File: src/rtl/rsa_loader_pkg.sv
`default_nettype none
// ============================================================================
// Module      : rsa_loader_pkg
// Description : Shared types and helpers for the RSA operand loader.
//               FSM state encoding, operand channel indices and the
//               next-enabled-channel search used when walking the ch_en mask.
// Revision    : 1.0 - initial release
// ============================================================================
package rsa_loader_pkg;

    typedef enum logic [2:0] {
        ST_IDLE      = 3'd0,
        ST_LOAD      = 3'd1,
        ST_WAIT_DONE = 3'd2,
        ST_DRAIN     = 3'd3,
        ST_FIN       = 3'd4
    } state_t;

    localparam int CH_R2  = 0;
    localparam int CH_N   = 1;
    localparam int CH_M   = 2;
    localparam int CH_PHI = 3;
    localparam int CH_EI  = 4;
    localparam int NUM_CH = 5;
    localparam int CH_W   = 3;

    // Lowest enabled channel index >= from. Returns NUM_CH when no enabled
    // channel remains, which the loader treats as "operand load complete".
    function automatic logic [CH_W-1:0] next_enabled_ch(
        input logic [NUM_CH-1:0] mask,
        input logic [CH_W-1:0]   from
    );
        logic [CH_W-1:0] ch;
        ch = CH_W'(NUM_CH);
        for (int i = NUM_CH - 1; i >= 0; i--) begin
            if (mask[i] && (CH_W'(i) >= from)) begin
                ch = CH_W'(i);
            end
        end
        return ch;
    endfunction

endpackage
`default_nettype wire

File: src/rtl/rsa_loader_rd_stage.sv
`default_nettype none
// ============================================================================
// Module      : rsa_loader_rd_stage
// Description : Result drain stage. Issues single-cycle reads of the CS
//               result FIFO, captures the returned word one cycle later and
//               presents it on a valid/ready stream (1 word per 2 cycles).
// Ports       : clk, rstn       - clock, synchronous active-low reset
//               i_active        - high while the loader is in DRAIN
//               i_data_cs       - CS FIFO data, valid the cycle after a read
//               i_m_ready       - downstream ready
//               o_rd_en         - CS FIFO read strobe
//               o_m_valid/data  - result stream
//               o_last_hs       - final result word handshakes this cycle
// Revision    : 1.0 - initial release
// ============================================================================
module rsa_loader_rd_stage #(
    parameter int RES_WORDS = 32
) (
    input  logic        clk,
    input  logic        rstn,
    input  logic        i_active,
    input  logic [31:0] i_data_cs,
    input  logic        i_m_ready,
    output logic        o_rd_en,
    output logic        o_m_valid,
    output logic [31:0] o_m_data,
    output logic        o_last_hs
);

    localparam int                c_RCNT_W    = $clog2(RES_WORDS + 1);
    localparam logic [c_RCNT_W-1:0] c_RES_WORDS = c_RCNT_W'(RES_WORDS);

    logic                r_pending;
    logic [c_RCNT_W-1:0] r_rcnt;
    logic                r_m_valid;
    logic [31:0]         r_m_data;
    logic                w_hs;
    logic                w_rd_en;

    assign w_hs = r_m_valid && i_m_ready;

    // A new read is only launched once the output register is free (or is
    // being emptied this cycle), so a captured word is never overwritten.
    assign w_rd_en = i_active && !r_pending && (!r_m_valid || i_m_ready)
                     && (r_rcnt < c_RES_WORDS);

    always_ff @(posedge clk) begin
        if (!rstn) begin
            r_pending <= 1'b0;
            r_rcnt    <= '0;
            r_m_valid <= 1'b0;
            r_m_data  <= '0;
        end else if (!i_active) begin
            r_pending <= 1'b0;
            r_rcnt    <= '0;
            r_m_valid <= 1'b0;
        end else begin
            r_pending <= w_rd_en;
            if (r_pending) begin
                r_m_data  <= i_data_cs;
                r_m_valid <= 1'b1;
                r_rcnt    <= r_rcnt + 1'b1;
            end else if (w_hs) begin
                r_m_valid <= 1'b0;
            end
        end
    end

    assign o_rd_en   = w_rd_en;
    assign o_m_valid = r_m_valid;
    assign o_m_data  = r_m_data;
    assign o_last_hs = i_active && w_hs && (r_rcnt == c_RES_WORDS);

endmodule
`default_nettype wire

File: src/rtl/rsa_operand_loader.sv
`default_nettype none
// ============================================================================
// Module      : rsa_operand_loader
// Description : Host-side loader for the RSA modular wrapper. Streams operand
//               words into the R2/N/M/Phi/Ei FIFOs, waits for the wrapper's
//               done pulse, then drains the CS result FIFO onto a
//               valid/ready output stream.
// Ports       : clk, rstn            - clock, synchronous active-low reset
//               start, ch_en[4:0]    - job start pulse and channel mask
//               s_valid/ready/data/last - operand input stream
//               full[4:0]            - external FIFO full flags
//               wr_en[4:0], wr_data  - one-hot FIFO write strobes and data
//               done                 - wrapper completion pulse
//               rd_fifo_en, data_cs  - CS result FIFO read port
//               m_valid/ready/data   - result output stream
//               busy, err_len, err_tmo - status
// Options     : RSA_LOADER_TIMEOUT_EN - enables the WAIT_DONE watchdog
//               (TMO_CYCLES); otherwise err_tmo is tied low.
// Revision    : 1.0 - initial release
// ============================================================================
module rsa_operand_loader
    import rsa_loader_pkg::*;
#(
    parameter int          OP_WORDS   = 32,
    parameter int          RES_WORDS  = 32,
    parameter int unsigned TMO_CYCLES = 32'd1048576
) (
    input  logic        clk,
    input  logic        rstn,
    input  logic        start,
    input  logic [4:0]  ch_en,
    input  logic        s_valid,
    output logic        s_ready,
    input  logic [31:0] s_data,
    input  logic        s_last,
    input  logic [4:0]  full,
    output logic [4:0]  wr_en,
    output logic [31:0] wr_data,
    input  logic        done,
    output logic        rd_fifo_en,
    input  logic [31:0] data_cs,
    output logic        m_valid,
    input  logic        m_ready,
    output logic [31:0] m_data,
    output logic        busy,
    output logic        err_len,
    output logic        err_tmo
);

    localparam int                  c_WCNT_W = (OP_WORDS > 1) ? $clog2(OP_WORDS) : 1;
    localparam logic [c_WCNT_W-1:0] c_WLAST  = c_WCNT_W'(OP_WORDS - 1);

    state_t              r_state;
    logic [NUM_CH-1:0]   r_mask;
    logic [CH_W-1:0]     r_ch;
    logic [c_WCNT_W-1:0] r_wcnt;
    logic                r_done_seen;
    logic                r_busy;
    logic                r_err_len;

    logic                w_s_ready;
    logic                w_accept;
    logic                w_wlast;
    logic [CH_W-1:0]     w_next_ch;
    logic                w_drain;
    logic                w_last_hs;

    // Everything that can touch an external FIFO is qualified with rstn so a
    // reset cycle never issues a write or read, even before the state clears.
    assign w_s_ready = rstn && (r_state == ST_LOAD) && !full[r_ch];
    assign w_accept  = s_valid && w_s_ready;
    assign w_wlast   = (r_wcnt == c_WLAST);
    assign w_next_ch = next_enabled_ch(r_mask, r_ch + 1'b1);
    assign w_drain   = rstn && (r_state == ST_DRAIN);

    assign s_ready = w_s_ready;
    assign wr_en   = w_accept ? ({{(NUM_CH-1){1'b0}}, 1'b1} << r_ch) : '0;
    assign wr_data = w_accept ? s_data : '0;

`ifdef RSA_LOADER_TIMEOUT_EN
    logic [31:0] r_tmo_cnt;
    logic        r_err_tmo;
    logic        w_tmo_hit;

    assign w_tmo_hit = (r_tmo_cnt == 32'(TMO_CYCLES - 1));
    assign err_tmo   = r_err_tmo;
`else
    logic w_tmo_unused;

    assign w_tmo_unused = (TMO_CYCLES == 0);
    assign err_tmo      = 1'b0;
`endif

    always_ff @(posedge clk) begin
        if (!rstn) begin
            r_state     <= ST_IDLE;
            r_mask      <= '0;
            r_ch        <= '0;
            r_wcnt      <= '0;
            r_done_seen <= 1'b0;
            r_busy      <= 1'b0;
            r_err_len   <= 1'b0;
`ifdef RSA_LOADER_TIMEOUT_EN
            r_tmo_cnt   <= '0;
            r_err_tmo   <= 1'b0;
`endif
        end else begin
            // done may arrive early (even mid-load); remember it until the
            // drain it triggers has completed.
            if ((r_state != ST_IDLE) && done) begin
                r_done_seen <= 1'b1;
            end
`ifdef RSA_LOADER_TIMEOUT_EN
            r_tmo_cnt <= (r_state == ST_WAIT_DONE) ? r_tmo_cnt + 32'd1 : '0;
`endif
            case (r_state)
                ST_IDLE: begin
                    if (start) begin
                        r_mask      <= ch_en;
                        r_ch        <= next_enabled_ch(ch_en, '0);
                        r_wcnt      <= '0;
                        r_err_len   <= 1'b0;
                        r_done_seen <= 1'b0;
                        r_busy      <= 1'b1;
`ifdef RSA_LOADER_TIMEOUT_EN
                        r_err_tmo   <= 1'b0;
`endif
                        r_state     <= (ch_en == '0) ? ST_WAIT_DONE : ST_LOAD;
                    end
                end
                ST_LOAD: begin
                    if (w_accept) begin
                        // The word count decides channel boundaries; s_last is
                        // only cross-checked against it.
                        if (s_last != w_wlast) begin
                            r_err_len <= 1'b1;
                        end
                        if (w_wlast) begin
                            r_wcnt <= '0;
                            r_ch   <= w_next_ch;
                            if (w_next_ch == CH_W'(NUM_CH)) begin
                                r_state <= ST_WAIT_DONE;
                            end
                        end else begin
                            r_wcnt <= r_wcnt + 1'b1;
                        end
                    end
                end
                ST_WAIT_DONE: begin
                    if (r_done_seen || done) begin
                        r_state <= ST_DRAIN;
                    end
`ifdef RSA_LOADER_TIMEOUT_EN
                    else if (w_tmo_hit) begin
                        r_err_tmo <= 1'b1;
                        r_state   <= ST_FIN;
                    end
`endif
                end
                ST_DRAIN: begin
                    if (w_last_hs) begin
                        r_done_seen <= 1'b0;
                        r_state     <= ST_FIN;
                    end
                end
                ST_FIN: begin
                    r_busy  <= 1'b0;
                    r_state <= ST_IDLE;
                end
                default: begin
                    r_state <= ST_IDLE;
                end
            endcase
        end
    end

    rsa_loader_rd_stage #(
        .RES_WORDS (RES_WORDS)
    ) u_rd_stage (
        .clk       (clk),
        .rstn      (rstn),
        .i_active  (w_drain),
        .i_data_cs (data_cs),
        .i_m_ready (m_ready),
        .o_rd_en   (rd_fifo_en),
        .o_m_valid (m_valid),
        .o_m_data  (m_data),
        .o_last_hs (w_last_hs)
    );

    assign busy    = r_busy;
    assign err_len = r_err_len;

endmodule
`default_nettype wire
File: config.mk
export PLATFORM = sky130hd
export DESIGN_NAME = rsa_operand_loader
export DESIGN_NICKNAME = d
export VERILOG_FILES = /design/src/rtl/rsa_loader_pkg.sv /design/src/rtl/rsa_loader_rd_stage.sv /design/src/rtl/rsa_operand_loader.sv
export SDC_FILE = /design/constraint.sdc
export NUM_CORES = 1
export LEC_CHECK = 0
export ABC_AREA = 1
export CAP_MARGIN = 20
export CORE_MARGIN = 1
export CORE_UTILIZATION = 40
export DETAILED_ROUTE_END_ITERATION = 16
export PLACE_DENSITY = 0.81
export SLEW_MARGIN = 20
export SYNTH_ARGS = -nofsm -noshare
export SYNTH_HDL_FRONTEND = slang
export SYNTH_SLANG_ARGS = --single-unit
export TNS_END_PERCENT = 100
File: constraint.sdc
create_clock -name clk -period 3.13 [get_ports clk]
set_clock_uncertainty 0.15 [all_clocks]
set_input_delay 0.313 -clock clk [delete_from_list [all_inputs] [get_ports clk]]
set_output_delay 0.313 -clock clk [all_outputs]
set_load 0.01 [all_outputs]
# After elaboration in Yosys (flattened, before gate mapping)
# Index checks and enable logic that the tools add are counted.
dict set report word_totals {
  ff_bits 59
  inputBits 81
  out_inout_bits 75
  wordCells 114
}
dict set report op_classes {
  n_addsub 3
  n_lt_le_gt_ge 7
  n_eq_ne 15
  shifts 1
  mux 42
  n_reduce_logical 35
}
# op count
set op_table {}
lappend op_table {{2-to-1 mux 3 bit} 17}
lappend op_table {{2-to-1 mux 32 bit} 1}
lappend op_table {{2-to-1 mux 5 bit} 4}
lappend op_table {{logical AND 1 bit} 16}
lappend op_table {{2-to-1 mux 1 bit} 12}
lappend op_table {{case mux 3 bit (4 select lines)} 1}
lappend op_table {{case mux 5 bit (2 select lines)} 1}
lappend op_table {{inequality test 2 bit, second input constant} 4}
lappend op_table {{AND reduction 2 bit} 4}
lappend op_table {{AND reduction 4 bit} 2}
lappend op_table {{adder 6 x 1 -> 6 bit, second input constant} 1}
lappend op_table {{equality test 3 x 2 -> 1 bit, second input constant} 2}
lappend op_table {{equality test 3 bit, second input constant} 2}
lappend op_table {{equality test 6 bit, second input constant} 1}
lappend op_table {{greater-or-equal comparator 1 x 3 -> 1 bit, first input constant} 2}
lappend op_table {{greater-or-equal comparator 2 x 3 -> 1 bit, first input constant} 2}
lappend op_table {{< comparator 6 bit, second input constant} 1}
lappend op_table {{inequality test 2 x 1 -> 1 bit, second input constant} 3}
lappend op_table {{case mux 1 bit (2 select lines)} 3}
lappend op_table {{case mux 3 bit (2 select lines)} 1}
lappend op_table {{AND reduction 6 bit} 1}
lappend op_table {{nonzero test 2 bit} 3}
lappend op_table {{adder 5 x 1 -> 5 bit, second input constant} 1}
lappend op_table {{equality test 5 bit, second input constant} 1}
lappend op_table {{14 further kinds} 17}

# Longest topological paths before layout
# Gate-level depths: netlist (run 1).
dict set report logic_depth {
  depth_word 13
  ltp_mapped 13
  mapped_depth_nobuf 13
}

# Cells and area by module
# Synthesis (run 1) repeated with hierarchy kept, for this count alone.
dict set report unflattened {
  hier_cells 462
  hier_area_um2 3027.9
}
# module instances cells_per_inst area_each_um2 seq_area_each_um2
set modules_own_cells {}
lappend modules_own_cells {rsa_operand_loader 1 272 1562.7 380.4}
lappend modules_own_cells {rsa_loader_rd_stage 1 190 1465.2 800.8}

# Worst setup path before layout (run 1)
# Ideal clock, no wire load.
dict set report synth_timing {
  path_type {register -> register}
  start {register r_ch[0]}
  end {register r_state[1]}
  arrival_ns 1.659
  setup_slack_ns 1.208
  path_stages_with_launch 13
  cell_sequence {dfxtp_1 -> ha_1 -> ha_1 -> nand2_1 -> inv_1 -> a21oi_1 -> nand3_1 -> nand2_1 -> nand2_1 -> nor2_1 -> nand2_1 -> nand2_1 -> nor2_1}
}
dict set report synth_via {
  elab_chain_len 11
  elab_cells_between_ends 25
  classes_between {1 x add/sub; 5 x order compare; 3 x eq/ne; 7 x mux; 9 x reduce/logical}
}
# element line
set synth_rtl {}
lappend synth_rtl {{start: declaration} rsa_operand_loader.sv:55} ;# logic [CH_W-1:0] r_ch;
lappend synth_rtl {{start signal: assignment} rsa_operand_loader.sv:120} ;# r_ch <= next_enabled_ch(ch_en, '0);
lappend synth_rtl {{start signal: assignment} rsa_operand_loader.sv:140} ;# r_ch <= w_next_ch;
lappend synth_rtl {{adder 3 x 1 -> 3 bit} rsa_operand_loader.sv:73} ;# assign w_next_ch = next_enabled_ch(r_mask, r_ch + 1'b1);
lappend synth_rtl {{greater-or-equal comparator 3 bit} rsa_loader_pkg.sv:36} ;# if (mask[i] && (CH_W'(i) >= from)) begin
lappend synth_rtl {{logical AND 1 bit} rsa_loader_pkg.sv:36}
lappend synth_rtl {{2-to-1 mux 1 bit} rsa_loader_pkg.sv:36}
lappend synth_rtl {{2-to-1 mux 3 bit (4 in series)} rsa_loader_pkg.sv:36}
lappend synth_rtl {{equality test 3 bit} rsa_operand_loader.sv:141} ;# if (w_next_ch == CH_W'(NUM_CH)) begin
lappend synth_rtl {{inequality test 2 x 1 -> 1 bit (no line)} -}
lappend synth_rtl {{AND reduction 6 bit (no line) (*)} -}
lappend synth_rtl {{end signal: assignment} rsa_operand_loader.sv:128} ;# r_state <= (ch_en == '0) ? ST_WAIT_DONE : ST_LOAD;
lappend synth_rtl {{end: declaration} rsa_operand_loader.sv:53} ;# state_t r_state;
# Every way passes the cells marked *; elsewhere a longest branch is shown, timed or not. The select of a mux whose other input is x is not followed.
# A chain may end at the register's enable or synchronous reset.

# Worst setup path in the final report (run 1)
dict set report layout_timing {
  start {register r_state[1]}
  end {output wr_data[11]}
}
dict set report layout_via {
  elab_chain_len 5
}
# element line
set layout_rtl {}
lappend layout_rtl {{equality test 3 x 1 -> 1 bit} rsa_operand_loader.sv:70} ;# assign w_s_ready = rstn && (r_state == ST_LOAD) && !full[r_ch];
lappend layout_rtl {{logical AND 1 bit (2 in series)} rsa_operand_loader.sv:70}
lappend layout_rtl {{logical AND 1 bit} rsa_operand_loader.sv:71} ;# assign w_accept = s_valid && w_s_ready;
lappend layout_rtl {{2-to-1 mux 32 bit} rsa_operand_loader.sv:78} ;# assign wr_data = w_accept ? s_data : '0;
lappend layout_rtl {{end: declaration} rsa_operand_loader.sv:38} ;# output logic [31:0] wr_data,
# Every way passes these cells.

==> results of run 1 <==
-- flip-flops by register name (all words and copies together), names as in the netlist --
register / flops
r_ch: 3
r_mask: 5
u_rd_stage.o_m_data: 32
err_len: 1
busy: 1
u_rd_stage.r_rcnt: 6
r_done_seen: 1
r_wcnt: 5
u_rd_stage.o_m_valid: 1
u_rd_stage.r_pending: 1
r_state: 3
-- cell usage after synthesis --
cell      count
buf_1         4
nor3_1        9
clkbuf_1      6
nand3_2       1
conb_1        1
inv_2         3
clkinv_1      1
nand3_1      13
o21ai_0      45
a21oi_2       1
buf_4         1
o22ai_1       1
dfxtp_1      59
nor2_4        2
nand2_2       3
inv_1        78
nand4_1       1
o21bai_1      3
o211ai_1      1
nand2_1     119
nand3_4       2
o21ai_1       2
xor2_1        2
nor2_2        1
a21oi_1      18
or2_2         1
ha_1         10
nand2_4       1
nor2_8        1
nor2_1       71
buf_2         4
and2_1        1
-- report_power, final --
| part | total [mW] | switching (mW) | internal (mW) |
|---|---|---|---|
| Sequential | 0.882 | 0.0620 | 0.820 |
| Clock | 0.605 | 0.276 | 0.329 |
| Combinational | 0.794 | 0.448 | 0.346 |
-- metrics by stage --
stage / setup WS (ps) / hold WS (ps) / area (sq um)
global placement: 407 / 296 / 4670
finish: 227 / 299 / 4850
floorplan: 1210 / 276 / 3040
global route: 35.5 / 342 / 4850
detailed placement: 365 / 298 / 4670
CTS: 197 / 307 / 4850
-- area by class of cell --
class	instances	area (sq um)
Clock buffer	14	163
Clock inverter	2	10.0
Fill cell	631	2440
Inverter	82	308
Multi-Input combinational cell	310	1480
Sequential cell	59	1180
Tap cell	99	124
Timing Repair Buffer	159	1580
-- worst max-delay path by stage --
stage | to | cells past startpoint | slack, ps
4_1_cts | wr_data[11] | 9 | 200
6_report | wr_data[11] | 9 | 230
5_1_grt | wr_data[3] | 8 | 40
3_5_place_dp | rd_fifo_en | 7 | 370
3_3_place_gp | rd_fifo_en | 7 | 410
2_1_floorplan | r_state[1] | 12 | 1210
-- worst min-delay path, cell delays in order, from the launching register on --
cell     delay [ps]
dfxtp_1         300
inv_1            40
a21oi_1          50
-- layout by cell type (no fill, tap or decap), drive strengths merged, types with 2 or more instances in the layout --
cell type	instances
a21oi	19
nand3	16
nand2	123
dfxtp	59
nor3	9
ha	10
buf	5
clkinv	3
nor2	75
o21ai	47
o21bai	3
clkdlybuf4s50	154
inv	81
clkbuf	14
xor2	2
-- routing by layer --
layer / routed length, microns / part of all wire / up-vias
met4: 111 / 0.013 / 0
met1: 3410 / 0.39 / 1474
met2: 4280 / 0.49 / 144
met3: 956 / 0.11 / 9
li1: - / - / 1728
met5: 0 / 0 / -
-- cell families after synthesis --
| logic type | after synthesis |
|---|---|
| AO/OA/AOI/OAI | 71 |
| XOR/XNOR | 2 |
| adder cells (fa/ha/maj) | 10 |
| buffers and inverters | 97 |
| flip-flops | 59 |
| other | 1 |
| AND/OR/NAND/NOR | 226 |
==> results_dict.tcl, run 1 <==
set metrics [dict create \
    total_power_mw 2.28 \
    hpwl_microns 6920 \
    cts_resized 0 \
    worstReg2RegEnd "r_state[1]" \
    antenna_cells 0 \
    avgSynthCellArea_sq_um 6.52 \
    synth_top_family_by_area "simple AND/OR/NAND/NOR gates" \
    cp.arrival_ps 2440 \
    synth_top_cell_by_area "dfxtp_1" \
    timing_hold_violations_final 0 \
    fin_crit_sh 0.927 \
    startpoint "r_state[1]" \
    min_to "err_len" \
    grt_pass1_vias 3127 \
    grt_max_degree 65 \
    cts_setup_buffers 0 \
    fp-row-count 31 \
    hold_depth 2 \
    critPathBufInv 3 \
    synth_fa_ha_area_frac 0.0412 \
    globalRouteMet1Util 0.210 \
    synth-seq-cells 59 \
    fin_nets 712 \
    start_kind "flip-flop" \
    critPathSlowestCell "clkdlybuf4s50_1" \
    synth_xor_area_frac 0.00577 \
    yosys.area_share.simple 0.318 \
    drive_gt1_frac 0.0543 \
    drtIter0Drc 93 \
    end_kind "primary output" \
    wl_per_cell_microns 12.1 \
    dieArea_sq_um 7940 \
    use_met2 0.406 \
    initial_core_util 0.416 \
    cts_buffer_depth 2 \
    fin_util 0.665 \
    grt_use_total 0.215 \
    synth_cell_types 32 \
    drt_drc_violations_left 0 \
    num_vias 3355 \
    synth_nets 557 \
    fp.dieW_microns 89.1 \
    p_leak_nw 2.08 \
    min_period_ps 2900 \
    area_growth_syn_to_layout_pct 59.6 \
    crit_chain "inv_1 > nand2_2 > nor2_8 > nand2_2 > nor2_4 > nand3_4 > buf_4 > nor2_1 > clkdlybuf4s50_1" \
    outcome "completed" \
    ctsHoldBuffers 0 \
    cp_max_fo 20 \
    synth_area_leaders "dfxtp_1 39%, nand2_1 15%, inv_1 9.6%, nor2_1 8.8%, o21ai_0 7.4%" \
    clk_latency_ps 330 \
    cap_violations 0 \
    required_ps 2670 \
    placed_cells 709 \
    setup_viol 0 \
    routed_wl_microns 8760 \
    hp-start "err_len" \
    ant_nets 0 \
    vias_per_cell 4.63 \
    fin_cells 725 \
    tritoncts "yes" \
    worstMarginPinSlew_ps 506 \
    report.final.slew_viol_count 0 \
    rr_startpoint "r_ch[1]" \
    syn_area_sq_um 3040 \
    slew_headroom 0.662 \
    p_per_area_nw_per_um2 471 \
    io_pins 156 \
    yosys_warnings 0 \
    synth_top_area_frac 0.389 \
    busiest_layer "met2" \
    met3_usage 0.0896 \
    cp_slowest_stage_delay_ps 550 \
    ff2ff_path_depth 13 \
    rsz0062_at_grt "false" \
    grt_pass1_wl_microns 13100 \
    die_h_microns 89.1 \
    place.gp.congestion 0.823 \
    synth_compound_area_frac 0.122 \
    htreeDepth 3 \
    cp_common_cell "nand2_2" \
    ys_seq_area_frac 0.389 \
    overflow 0 \
    cts_sinks 59 \
    antenna_found_initial 0 \
    synth_mux_area_frac 0 \
    port_buffers 154 \
    cts_made_buffers 9 \
    worstHoldPathType "reg -> reg" \
    clk_pin_slew_ps 70 \
    critPathKind "reg -> out" \
    rrSetupSlack_ps 910 \
    syn_inst 466 \
    fmax_mhz 344 \
    irDropWorstVdd_uv 377 \
    fin_tns_setup_ps 0 \
    core_area_sq_um 7290 \
    detail_route.first_pass.iterations 4 \
    cts_root_buffer "clkbuf_8" \
    cp_top_family "buffers and inverters" \
]
No activity file was read; power rests on OpenSTA's default activity.
==> inputs of run 2 (changes only) <==
--- a/config.mk
+++ b/config.mk
@@ -5,7 +5,6 @@
 export SDC_FILE = /design/constraint.sdc
 export NUM_CORES = 1
 export LEC_CHECK = 0
-export ABC_AREA = 1
 export CAP_MARGIN = 20
 export CORE_MARGIN = 1
 export CORE_UTILIZATION = 40
==> results_dict.tcl, run 2 <==
set metrics [dict create \
    cap_violations 0 \
    ff2ff_path_depth 7 \
    grt_pass1_vias 2940 \
    required_ps 2670 \
    fin_nets 613 \
    fillers 614 \
    port_buffers 154 \
    rsz0062_at_grt "false" \
    fp.dieW_microns 88.4 \
    slew_headroom 0.657 \
    yosys_warnings 0 \
    avgSynthCellArea_sq_um 8.00 \
    regArea_sq_um 1180 \
    ant_nets 0 \
    synthFlopType "dfxtp_1" \
    drtIter0Drc 211 \
    die_h_microns 88.4 \
    end_kind "primary output" \
    synth_top_family_by_area "simple AND/OR/NAND/NOR gates" \
    start_kind "flip-flop" \
    wl_per_cell_microns 13.7 \
    cts_buffer_depth 2 \
    synth_fa_ha_area_frac 0.0419 \
    yosys.area_share.simple 0.304 \
    htreeDepth 3 \
    setup_viol 0 \
    final_common_cell "clkdlybuf4s50_1" \
    cts_setup_buffers 0 \
    fin_crit_sh 0.959 \
    synth-seq-cells 59 \
    min_to "u_rd_stage.o_m_data[20]" \
    outcome "completed" \
    cts_sinks 59 \
    synth_area_leaders "dfxtp_1 40%, nand2_1 9.3%, and3_1 8.4%, o21ai_0 6.5%, ha_1 4.2%" \
    drive_gt1_frac 0.0835 \
    synth-edff-count 0 \
    post-place-ws_ps 148 \
    synth_compound_area_frac 0.151 \
    core_area_sq_um 7210 \
    grt_max_degree 65 \
    routed_wl_microns 8590 \
    rr_startpoint "r_ch[0]" \
    grt_use_total 0.217 \
    worstHoldPathType "reg -> reg" \
    drt_drc_violations_left 0 \
    synth_mux_area_frac 0.0323 \
    total_power_mw 2.31 \
    timing_hold_violations_final 0 \
    p_per_area_nw_per_um2 479 \
    dieArea_sq_um 7810 \
    synth_xor_area_frac 0.0147 \
    rrSetupSlack_ps 490 \
    hpwl_microns 6430 \
    num_vias 3182 \
    fmax_mhz 333 \
    initial_core_util 0.414 \
    antenna_cells 0 \
    overflow 0 \
    ys_seq_area_frac 0.396 \
    syn_inst 373 \
    timing.final.ws_setup_ps 127 \
    synth_nets 464 \
    critPathKind "reg -> out" \
    cp_max_fo 34 \
    min_period_ps 3000 \
    report.final.slew_viol_count 0 \
    tritoncts "yes" \
    cts_made_buffers 9 \
    io_pins 156 \
    worstMarginPinSlew_ps 512 \
    fin_util 0.670 \
    vias_per_cell 5.08 \
    place.gp.congestion 0.847 \
    irDropWorstVdd_uv 368 \
    detail_route.first_pass.iterations 4 \
    clk_pin_slew_ps 70 \
    fp-row-count 31 \
    synth_top_area_frac 0.396 \
    hold_depth 2 \
    fin_tns_setup_ps 0 \
    antenna_found_initial 0 \
    grt_pass1_wl_microns 13100 \
    mostFrequentLayoutCells "154 x clkdlybuf4s50_1, 74 x nand2_1, 57 x dfxtp_1" \
    fin_cells 626 \
    cts_root_buffer "clkbuf_8" \
    syn_area_sq_um 2990 \
    synthTopCellsByCount "74 x nand2_1, 59 x dfxtp_1, 40 x and3_1, 39 x o21ai_0, 28 x nor2_1" \
    synth.most_common_cell "nand2_1" \
    synth_cell_types 55 \
    multi_input_area_sq_um 1640 \
    placed_cells 610 \
    synthArstFlopShare 0 \
    hp-start "u_rd_stage.o_m_data[20]" \
    p_leak_nw 1.89 \
    cp.arrival_ps 2540 \
    worstReg2RegEnd "r_state[0]" \
    area_growth_syn_to_layout_pct 61.9 \
    synth_top_cell_by_area "dfxtp_1" \
    clk_latency_ps 330 \
    largest_register_ffs 32 \
]
run 2: per-stage QoR:
step / area (sq um) / hold slack [ps]
6_report: 4830 / 308
4_1_cts: 4820 / 310
3_3_place_gp: 4590 / 292
5_1_grt: 4830 / 332
3_5_place_dp: 4590 / 301
2_1_floorplan: 2990 / 272
run 2: final cells by class:
type	instances	share of cell area
clock buffer	11	0.0313
tap	99	0.0256
timing repair buffer	163	0.335
multi-input combinational	278	0.339
clock inverter	5	0.0155
sequential	59	0.245
inverter	11	0.00854
run 2: worst max-delay path by stage:
stage                        to     from  depth (start not counted)  slack (ps)
floorplan            r_state[0]  r_ch[0]                          6         630
global placement    wr_data[20]  full[1]                          7         230
detailed placement  wr_data[28]  full[1]                          7         150
CTS                 wr_data[28]  r_ch[0]                          6           8
global route        wr_data[18]  r_ch[1]                          6          10
finish              wr_data[28]  r_ch[1]                          6         130
run 2: logic make-up after synthesis:
group,after synthesis
other cells,1
buf+inv,36
xor+xnor,5
simple gates,179
mux,9
fa+ha+maj,10
flops,59
compound gates,74
run 2: report_power, final:
part	switching, mW	internal [mW]	leakage (nW)
clock	0.296	0.488	0.119
sequential	0.0626	0.794	0.478
combinational	0.325	0.349	1.30
total	0.683	1.63	1.89
run 2: routing by layer:
layer | part of all wire | GRT usage | routed length (microns) | vias to the layer above
met5 | 0 | 0 | 0 | -
met4 | 0.0069 | 0.0645 | 59 | 0
li1 | - | - | - | 1587
met1 | 0.38 | 0.223 | 3270 | 1445
met3 | 0.13 | 0.104 | 1080 | 6
met2 | 0.49 | 0.392 | 4190 | 144
run 2: timing repair:
item / in CTS / in global routing
hold buffers: 0 / 0
hold endpoints to repair: 0 / 0
endpoints found under the setup margin: 33 / 33
gates resized for setup: 1 / 4
run 2: critical path, cell delays in order (launching register included):
cell             delay, ps
dfxtp_2                420
mux2_4                 320
a311oi_2               310
and3_4                 250
buf_8                  170
and3_1                 180
clkdlybuf4s50_1        550
